==> src/rtl/mem_arbiter_if.sv <==
// Requester-side channel of mem_arbiter: one command port plus its read-return path.
// The master modport is the requester; the slave modport is the arbiter.
interface mem_arbiter_if #(
  parameter int AW = 32
) ();
  logic          req;
  logic          we;
  logic [AW-1:0] addr;
  logic [31:0]   wdata;
  logic [3:0]    wmask;
  logic          gnt;
  logic          rvalid;
  logic [31:0]   rdata;

  modport master (
    output req, we, addr, wdata, wmask,
    input  gnt, rvalid, rdata
  );

  modport slave (
    input  req, we, addr, wdata, wmask,
    output gnt, rvalid, rdata
  );
endinterface

==> src/rtl/mem_arbiter.sv <==
// Two-requester (cpu, dbg) arbiter in front of a single-port memory with RD_LAT read latency.
// Define MEM_ARB_RR_EN for round-robin arbitration; default is fixed priority with cpu first.
module mem_arbiter #(
  parameter int RD_LAT = 1,
  parameter int AW     = 32
) (
  input  logic           clk,
  input  logic           rst,
  mem_arbiter_if.slave   cpu,
  mem_arbiter_if.slave   dbg,
  output logic           mem_en_o,
  output logic           mem_we_o,
  output logic [AW-1:0]  mem_addr_o,
  output logic [31:0]    mem_wdata_o,
  output logic [3:0]     mem_wmask_o,
  input  logic [31:0]    mem_rdata_i,
  output logic           busy_o
);

  typedef enum logic {IDLE, RD_WAIT} state_t;
  typedef enum logic {OWN_CPU, OWN_DBG} owner_t;

  localparam int            CW       = 2;
  localparam logic [CW-1:0] LAT_LOAD = CW'(RD_LAT - 1);

  state_t        state_q, state_d;
  logic [CW-1:0] cnt_q, cnt_d;
  owner_t        owner_q, owner_d;

  logic cpu_pri;
  logic cpu_win;
  logic dbg_win;
  logic rd_done;

`ifdef MEM_ARB_RR_EN
  logic last_dbg_q, last_dbg_d;

  // cpu takes a conflict only when dbg was the most recent grantee.
  assign cpu_pri = last_dbg_q;

  always_comb begin
    last_dbg_d = last_dbg_q;
    if (dbg_win) begin
      last_dbg_d = 1'b1;
    end else if (cpu_win) begin
      last_dbg_d = 1'b0;
    end
  end

  always_ff @(posedge clk or posedge rst) begin
    if (rst) begin
      last_dbg_q <= 1'b1;
    end else begin
      last_dbg_q <= last_dbg_d;
    end
  end
`else
  assign cpu_pri = 1'b1;
`endif

  // Grants are gated by rst so nothing is accepted while reset is held.
  always_comb begin
    cpu_win = 1'b0;
    dbg_win = 1'b0;
    if (state_q == IDLE && !rst) begin
      cpu_win = cpu.req && (!dbg.req || cpu_pri);
      dbg_win = dbg.req && !cpu_win;
    end
  end

  // NOTE: every always_comb output gets a default first so no path can infer a latch.
  always_comb begin
    state_d = state_q;
    cnt_d   = cnt_q;
    owner_d = owner_q;
    rd_done = 1'b0;
    case (state_q)
      IDLE: begin
        if ((cpu_win && !cpu.we) || (dbg_win && !dbg.we)) begin
          state_d = RD_WAIT;
          cnt_d   = LAT_LOAD;
          owner_d = dbg_win ? OWN_DBG : OWN_CPU;
        end
      end
      RD_WAIT: begin
        if (cnt_q == '0) begin
          rd_done = 1'b1;
          state_d = IDLE;
        end else begin
          cnt_d = cnt_q - 1'b1;
        end
      end
      default: state_d = IDLE;
    endcase
  end

  // NOTE: state registers use non-blocking assignments so all flops update from pre-edge values.
  always_ff @(posedge clk or posedge rst) begin
    if (rst) begin
      state_q <= IDLE;
      cnt_q   <= '0;
      owner_q <= OWN_CPU;
    end else begin
      state_q <= state_d;
      cnt_q   <= cnt_d;
      owner_q <= owner_d;
    end
  end

  always_comb begin
    mem_we_o    = 1'b0;
    mem_addr_o  = '0;
    mem_wdata_o = '0;
    mem_wmask_o = '0;
    if (cpu_win) begin
      mem_we_o    = cpu.we;
      mem_addr_o  = cpu.addr;
      mem_wdata_o = cpu.wdata;
      mem_wmask_o = cpu.wmask;
    end else if (dbg_win) begin
      mem_we_o    = dbg.we;
      mem_addr_o  = dbg.addr;
      mem_wdata_o = dbg.wdata;
      mem_wmask_o = dbg.wmask;
    end
  end

  assign mem_en_o   = cpu_win || dbg_win;
  assign busy_o     = (state_q == RD_WAIT);
  assign cpu.gnt    = cpu_win;
  assign dbg.gnt    = dbg_win;
  assign cpu.rvalid = rd_done && (owner_q == OWN_CPU);
  assign dbg.rvalid = rd_done && (owner_q == OWN_DBG);
  assign cpu.rdata  = mem_rdata_i;
  assign dbg.rdata  = mem_rdata_i;

endmodule

==> src/flat_wrapper.sv <==
// flat-port wrapper written by rule: the top's interface ports become plain ports
module mem_arbiter_flat 
#(
  parameter int RD_LAT = 1,
  parameter int AW     = 32
)
  (clk, rst, mem_en_o, mem_we_o, mem_addr_o, mem_wdata_o, mem_wmask_o, mem_rdata_i, busy_o, cpu_req, cpu_we, cpu_addr, cpu_wdata, cpu_wmask, cpu_gnt, cpu_rvalid, cpu_rdata, dbg_req, dbg_we, dbg_addr, dbg_wdata, dbg_wmask, dbg_gnt, dbg_rvalid, dbg_rdata);
  mem_arbiter_if #(.AW(AW)) cpu_i ();
  mem_arbiter_if #(.AW(AW)) dbg_i ();
  input  logic clk;
  input  logic rst;
  output logic mem_en_o;
  output logic mem_we_o;
  output logic [AW-1:0] mem_addr_o;
  output logic [31:0] mem_wdata_o;
  output logic [3:0] mem_wmask_o;
  input  logic [31:0] mem_rdata_i;
  output logic busy_o;
  input wire logic [$bits(cpu_i.req)-1:0] cpu_req;
  input wire logic [$bits(cpu_i.we)-1:0] cpu_we;
  input wire logic [$bits(cpu_i.addr)-1:0] cpu_addr;
  input wire logic [$bits(cpu_i.wdata)-1:0] cpu_wdata;
  input wire logic [$bits(cpu_i.wmask)-1:0] cpu_wmask;
  output wire logic [$bits(cpu_i.gnt)-1:0] cpu_gnt;
  output wire logic [$bits(cpu_i.rvalid)-1:0] cpu_rvalid;
  output wire logic [$bits(cpu_i.rdata)-1:0] cpu_rdata;
  input wire logic [$bits(dbg_i.req)-1:0] dbg_req;
  input wire logic [$bits(dbg_i.we)-1:0] dbg_we;
  input wire logic [$bits(dbg_i.addr)-1:0] dbg_addr;
  input wire logic [$bits(dbg_i.wdata)-1:0] dbg_wdata;
  input wire logic [$bits(dbg_i.wmask)-1:0] dbg_wmask;
  output wire logic [$bits(dbg_i.gnt)-1:0] dbg_gnt;
  output wire logic [$bits(dbg_i.rvalid)-1:0] dbg_rvalid;
  output wire logic [$bits(dbg_i.rdata)-1:0] dbg_rdata;
  assign cpu_i.req = cpu_req;
  assign cpu_i.we = cpu_we;
  assign cpu_i.addr = cpu_addr;
  assign cpu_i.wdata = cpu_wdata;
  assign cpu_i.wmask = cpu_wmask;
  assign cpu_gnt = cpu_i.gnt;
  assign cpu_rvalid = cpu_i.rvalid;
  assign cpu_rdata = cpu_i.rdata;
  assign dbg_i.req = dbg_req;
  assign dbg_i.we = dbg_we;
  assign dbg_i.addr = dbg_addr;
  assign dbg_i.wdata = dbg_wdata;
  assign dbg_i.wmask = dbg_wmask;
  assign dbg_gnt = dbg_i.gnt;
  assign dbg_rvalid = dbg_i.rvalid;
  assign dbg_rdata = dbg_i.rdata;
  mem_arbiter #(.RD_LAT(RD_LAT), .AW(AW)) u_core (.clk(clk), .rst(rst), .cpu(cpu_i), .dbg(dbg_i), .mem_en_o(mem_en_o), .mem_we_o(mem_we_o), .mem_addr_o(mem_addr_o), .mem_wdata_o(mem_wdata_o), .mem_wmask_o(mem_wmask_o), .mem_rdata_i(mem_rdata_i), .busy_o(busy_o));
endmodule
==> config.mk <==
export PLATFORM = sky130hd
export DESIGN_NAME = mem_arbiter_flat
export DESIGN_NICKNAME = d
export VERILOG_FILES = /design/src/rtl/mem_arbiter_if.sv /design/src/rtl/mem_arbiter.sv /design/src/flat_wrapper.sv
export SDC_FILE = /design/constraint.sdc
export NUM_CORES = 1
export LEC_CHECK = 0
export CORE_AREA = 4 4 120 122
export CTS_CLUSTER_DIAMETER = 200
export DETAILED_ROUTE_END_ITERATION = 12
export DIE_AREA = 0 0 124 126
export SYNTH_ARGS = -nofsm -noshare
export SYNTH_HDL_FRONTEND = slang
export SYNTH_SLANG_ARGS = --single-unit
export TNS_END_PERCENT = 100
==> constraint.sdc <==
create_clock -name clk -period 1.64 [get_ports clk]
set_clock_uncertainty 0.1 [all_clocks]
set_input_delay 0.246 -clock clk [delete_from_list [all_inputs] [get_ports clk]]
set_output_delay 0.246 -clock clk [all_outputs]
set_load 0.02 [all_outputs]
==> impl_metrics.py <==
metrics = {
    "run_status": {
        "status": "finished with violations",
        "violations": "setup timing",
    },
    "synth": {
        "synth-xor-area-share": 0,
        "synth_warnings": 0,
        "synth_adder_area_share": 0.00853,
        "synth_nets": 352,
        "ys_seq_elements": 4,
        "synth_top_family_by_area": "compound AO/OA/AOI/OAI gates",
        "synth_seq_area_share": 0.0682,
        "syn-cell-area_sq_mm": 0.00147,
        "synth_area_per_cell_sq_um": 8.29,
        "syn_inst": 177,
        "synth-compound-area-share": 0.442,
        "yosysUniqueCellTypes": 22,
        "synth_mux_area_frac": 0,
        "synthSimpleGateAreaFrac": 0.0631,
    },
    "critical_path": {
        "cp-end-kind": "output pin",
        "cp.required_ns": 1.29,
        "critical_path.most_common_cell": "buf_12",
        "slowest_delay_ns": 0.43,
        "cp_slowest_cell": "dfrtp_2",
        "start_kind": "flop",
        "cp.arrival_ns": 1.66,
        "path_cells": "nor4b_4 -> buf_6 -> buf_12 -> buf_8 -> a22o_4 -> buf_12",
        "path_class": "flop to output pin",
        "crit_fanout": 7,
    },
    "clock_tree": {
        "clock_path_buffers": 2,
        "clk_pin_slew_ns": 0.03,
        "tritoncts": "yes",
        "postCtsHoldBufs": 0,
        "clkLatencyLatePin_ns": 0.23,
        "clkSinkCount": 4,
        "cts_buffers": 3,
        "root_buffer": "clkbuf_16",
        "htreeDepth": 1,
    },
    "place": {
        "place_congestion": 0.746,
        "placed_cell_area_sq_mm": 0.00407,
        "dp_hpwl_um": 7610,
        "portBuffers": 216,
    },
    "drt": {
        "dr.pass1.iters": 2,
        "ant_nets": 0,
        "routed_wl_um": 9920,
        "top_layer": "met4",
        "viasPerCell": 3.87,
        "drc": 0,
        "wl_met3_um": 1120,
        "wl_per_cell_um": 18.4,
        "wl_met2_um": 5200,
        "wl_met1_um": 3270,
        "drtIter0Drc": 23,
        "vias": 2086,
    },
    "sta": {
        "finalSetupViolCount": 72,
        "min_period_ns": 2.01,
        "clock.fmax_ghz": 0.498,
        "timing.final.ws_setup_ns": -0.368,
        "worst_slew_pin_slew_ns": 0.329,
        "drv_slew": 0,
        "slew_headroom": 0.779,
        "finalCritPeriodShare": 1.22,
        "fin_setup_tns_ns": -22.71,
        "rsz0062_at_grt": "yes",
        "hold_viol": 0,
    },
    "cells_and_area": {
        "drive_gt1_frac": 0.543,
        "stdcell_area_sq_mm": 0.00469,
        "utilization": 0.356,
        "fin_nets": 539,
        "final_common_cell": "clkdlybuf4s50_1",
        "antenna_cells": 0,
        "mostFrequentLayoutCells": "clkdlybuf4s50_1, buf_6, a22o_4, buf_4, buf_12",
        "syn_to_final_growth_pct": 220,
    },
    "floorplanning": {
        "row_count": 42,
        "start_util": 0.111,
        "coreArea_sq_mm": 0.0132,
        "ios": 313,
        "dieWidth_um": 124,
        "die_y_um": 126,
        "die-area_sq_mm": 0.0156,
    },
    "global_route": {
        "grt_max_degree": 19,
        "grt_usage": 0.116,
        "antenna_found_initial": 0,
        "grt_pass1_wl_um": 14000,
        "grt_pass1_vias": 2502,
        "grt.overflow.total": 0,
    },
    "power_and_ir_drop": {
        "power-per-cell-area_mw_per_mm2": 388,
        "peakVddDrop_mv": 0.272,
        "leakagePower_uw": 0.00216,
        "power.total_uw": 1820,
    },
    "run": {
        "maxCapViolCount": 0,
    },
    "min_path": {
        "hold_path_class": "input port to asynchronous set/reset pin",
    },
}
[through the flow]
stage / hold WS [ns] / std cells / setup WS [ns]
2_1_floorplan: -0.0880 / 177 / -0.170
3_3_place_gp: 0.391 / 512 / -0.874
3_5_place_dp: 0.392 / 512 / -0.870
4_1_cts: 0.141 / 537 / -0.386
5_1_grt: 0.175 / 539 / -0.440
6_report: 0.148 / 539 / -0.368
[synthesized netlist by cell type]
library cell,n,share of area
inv_1,4,0.010
buf_6,7,0.054
o31ai_1,1,0.0051
dfrtp_1,4,0.068
buf_4,64,0.33
ha_1,1,0.0085
a31oi_1,1,0.0043
or2_2,1,0.0043
a21o_1,1,0.0051
a22o_1,66,0.39
nor3b_1,1,0.0051
a31o_2,1,0.0060
and2_1,2,0.0085
nor2_1,4,0.010
a22o_2,3,0.020
or2b_1,1,0.0051
buf_2,8,0.027
nor2b_1,1,0.0043
nand2_1,2,0.0051
nor4b_4,1,0.016
o21ai_0,2,0.0068
and3_1,1,0.0043
[where the power goes]
group | leakage, uW | total (uW) | switching (uW) | internal [uW]
clock network | 0.0000382 | 400 | 77.8 | 322
registers | 0.0000501 | 110 | 5.44 | 104
logic | 0.00207 | 1310 | 483 | 828
[logic make-up (layout without fill, tap and decap cells)]
family,after synthesis,after routing
and+or+nand+nor,14,14
DFF,4,4
buffers and inverters,83,269
adders and majority gates,1,1
AOI/OAI and AO/OA,75,75
[final cells by class]
type                    count  area [sq um]
clock buffers               4          78.8
repair buffers            261          2920
well taps                 176           220
fillers                  1305          8500
multi-input cells          90          1360
inverters                   4          15.0
flip-flops and latches      4           101
[repair_timing]
action / in CTS / in global routing
pin swaps: 3 / 2
buffers inserted: 13 / 6
cloned: 8 / 2
resized for setup: 438 / 9
hold endpoints to repair: 0 / 0
setup endpoints to repair: 75 / 74
[sequential cells by signal (all words and copies together) (netlist names)]
name / cells
u_core.busy_o: 1
u_core.cnt_q: 2
u_core.owner_q: 1
[layer usage]
metal	global-route usage	vias to the layer above
met1	0.117	945
met4	0.0464	0
met5	0	-
li1	-	978
met2	0.224	126
met3	0.0287	37
[worst paths after layout]
kind	startpoint	to	slack, ns	cells after the start
max in group asynchronous	rst	u_core.busy_o$_DFF_PP0_	1.13	3
max	u_core.busy_o$_DFF_PP0_	mem_wmask_o[2]	-0.37	6
max reg2reg	u_core.cnt_q[0]$_DFFE_PP0P_	u_core.cnt_q[0]$_DFFE_PP0P_	0.23	5
min reg2reg	u_core.cnt_q[1]$_DFFE_PP0P_	u_core.cnt_q[1]$_DFFE_PP0P_	0.40	1
min	rst	u_core.owner_q$_DFFE_PP0P_	0.15	3
min in group clk	mem_rdata_i[1]	cpu_rdata[1]	0.39	0
[critical path: cells and delay by family (launching register included)]
family,cells,cell delay (ns)
AOI/OAI and AO/OA,1,0.13
DFF,1,0.43
buffers and inverters,4,0.53
and+or+nand+nor,1,0.34
Note: power is estimated with default switching activity, not from simulation.
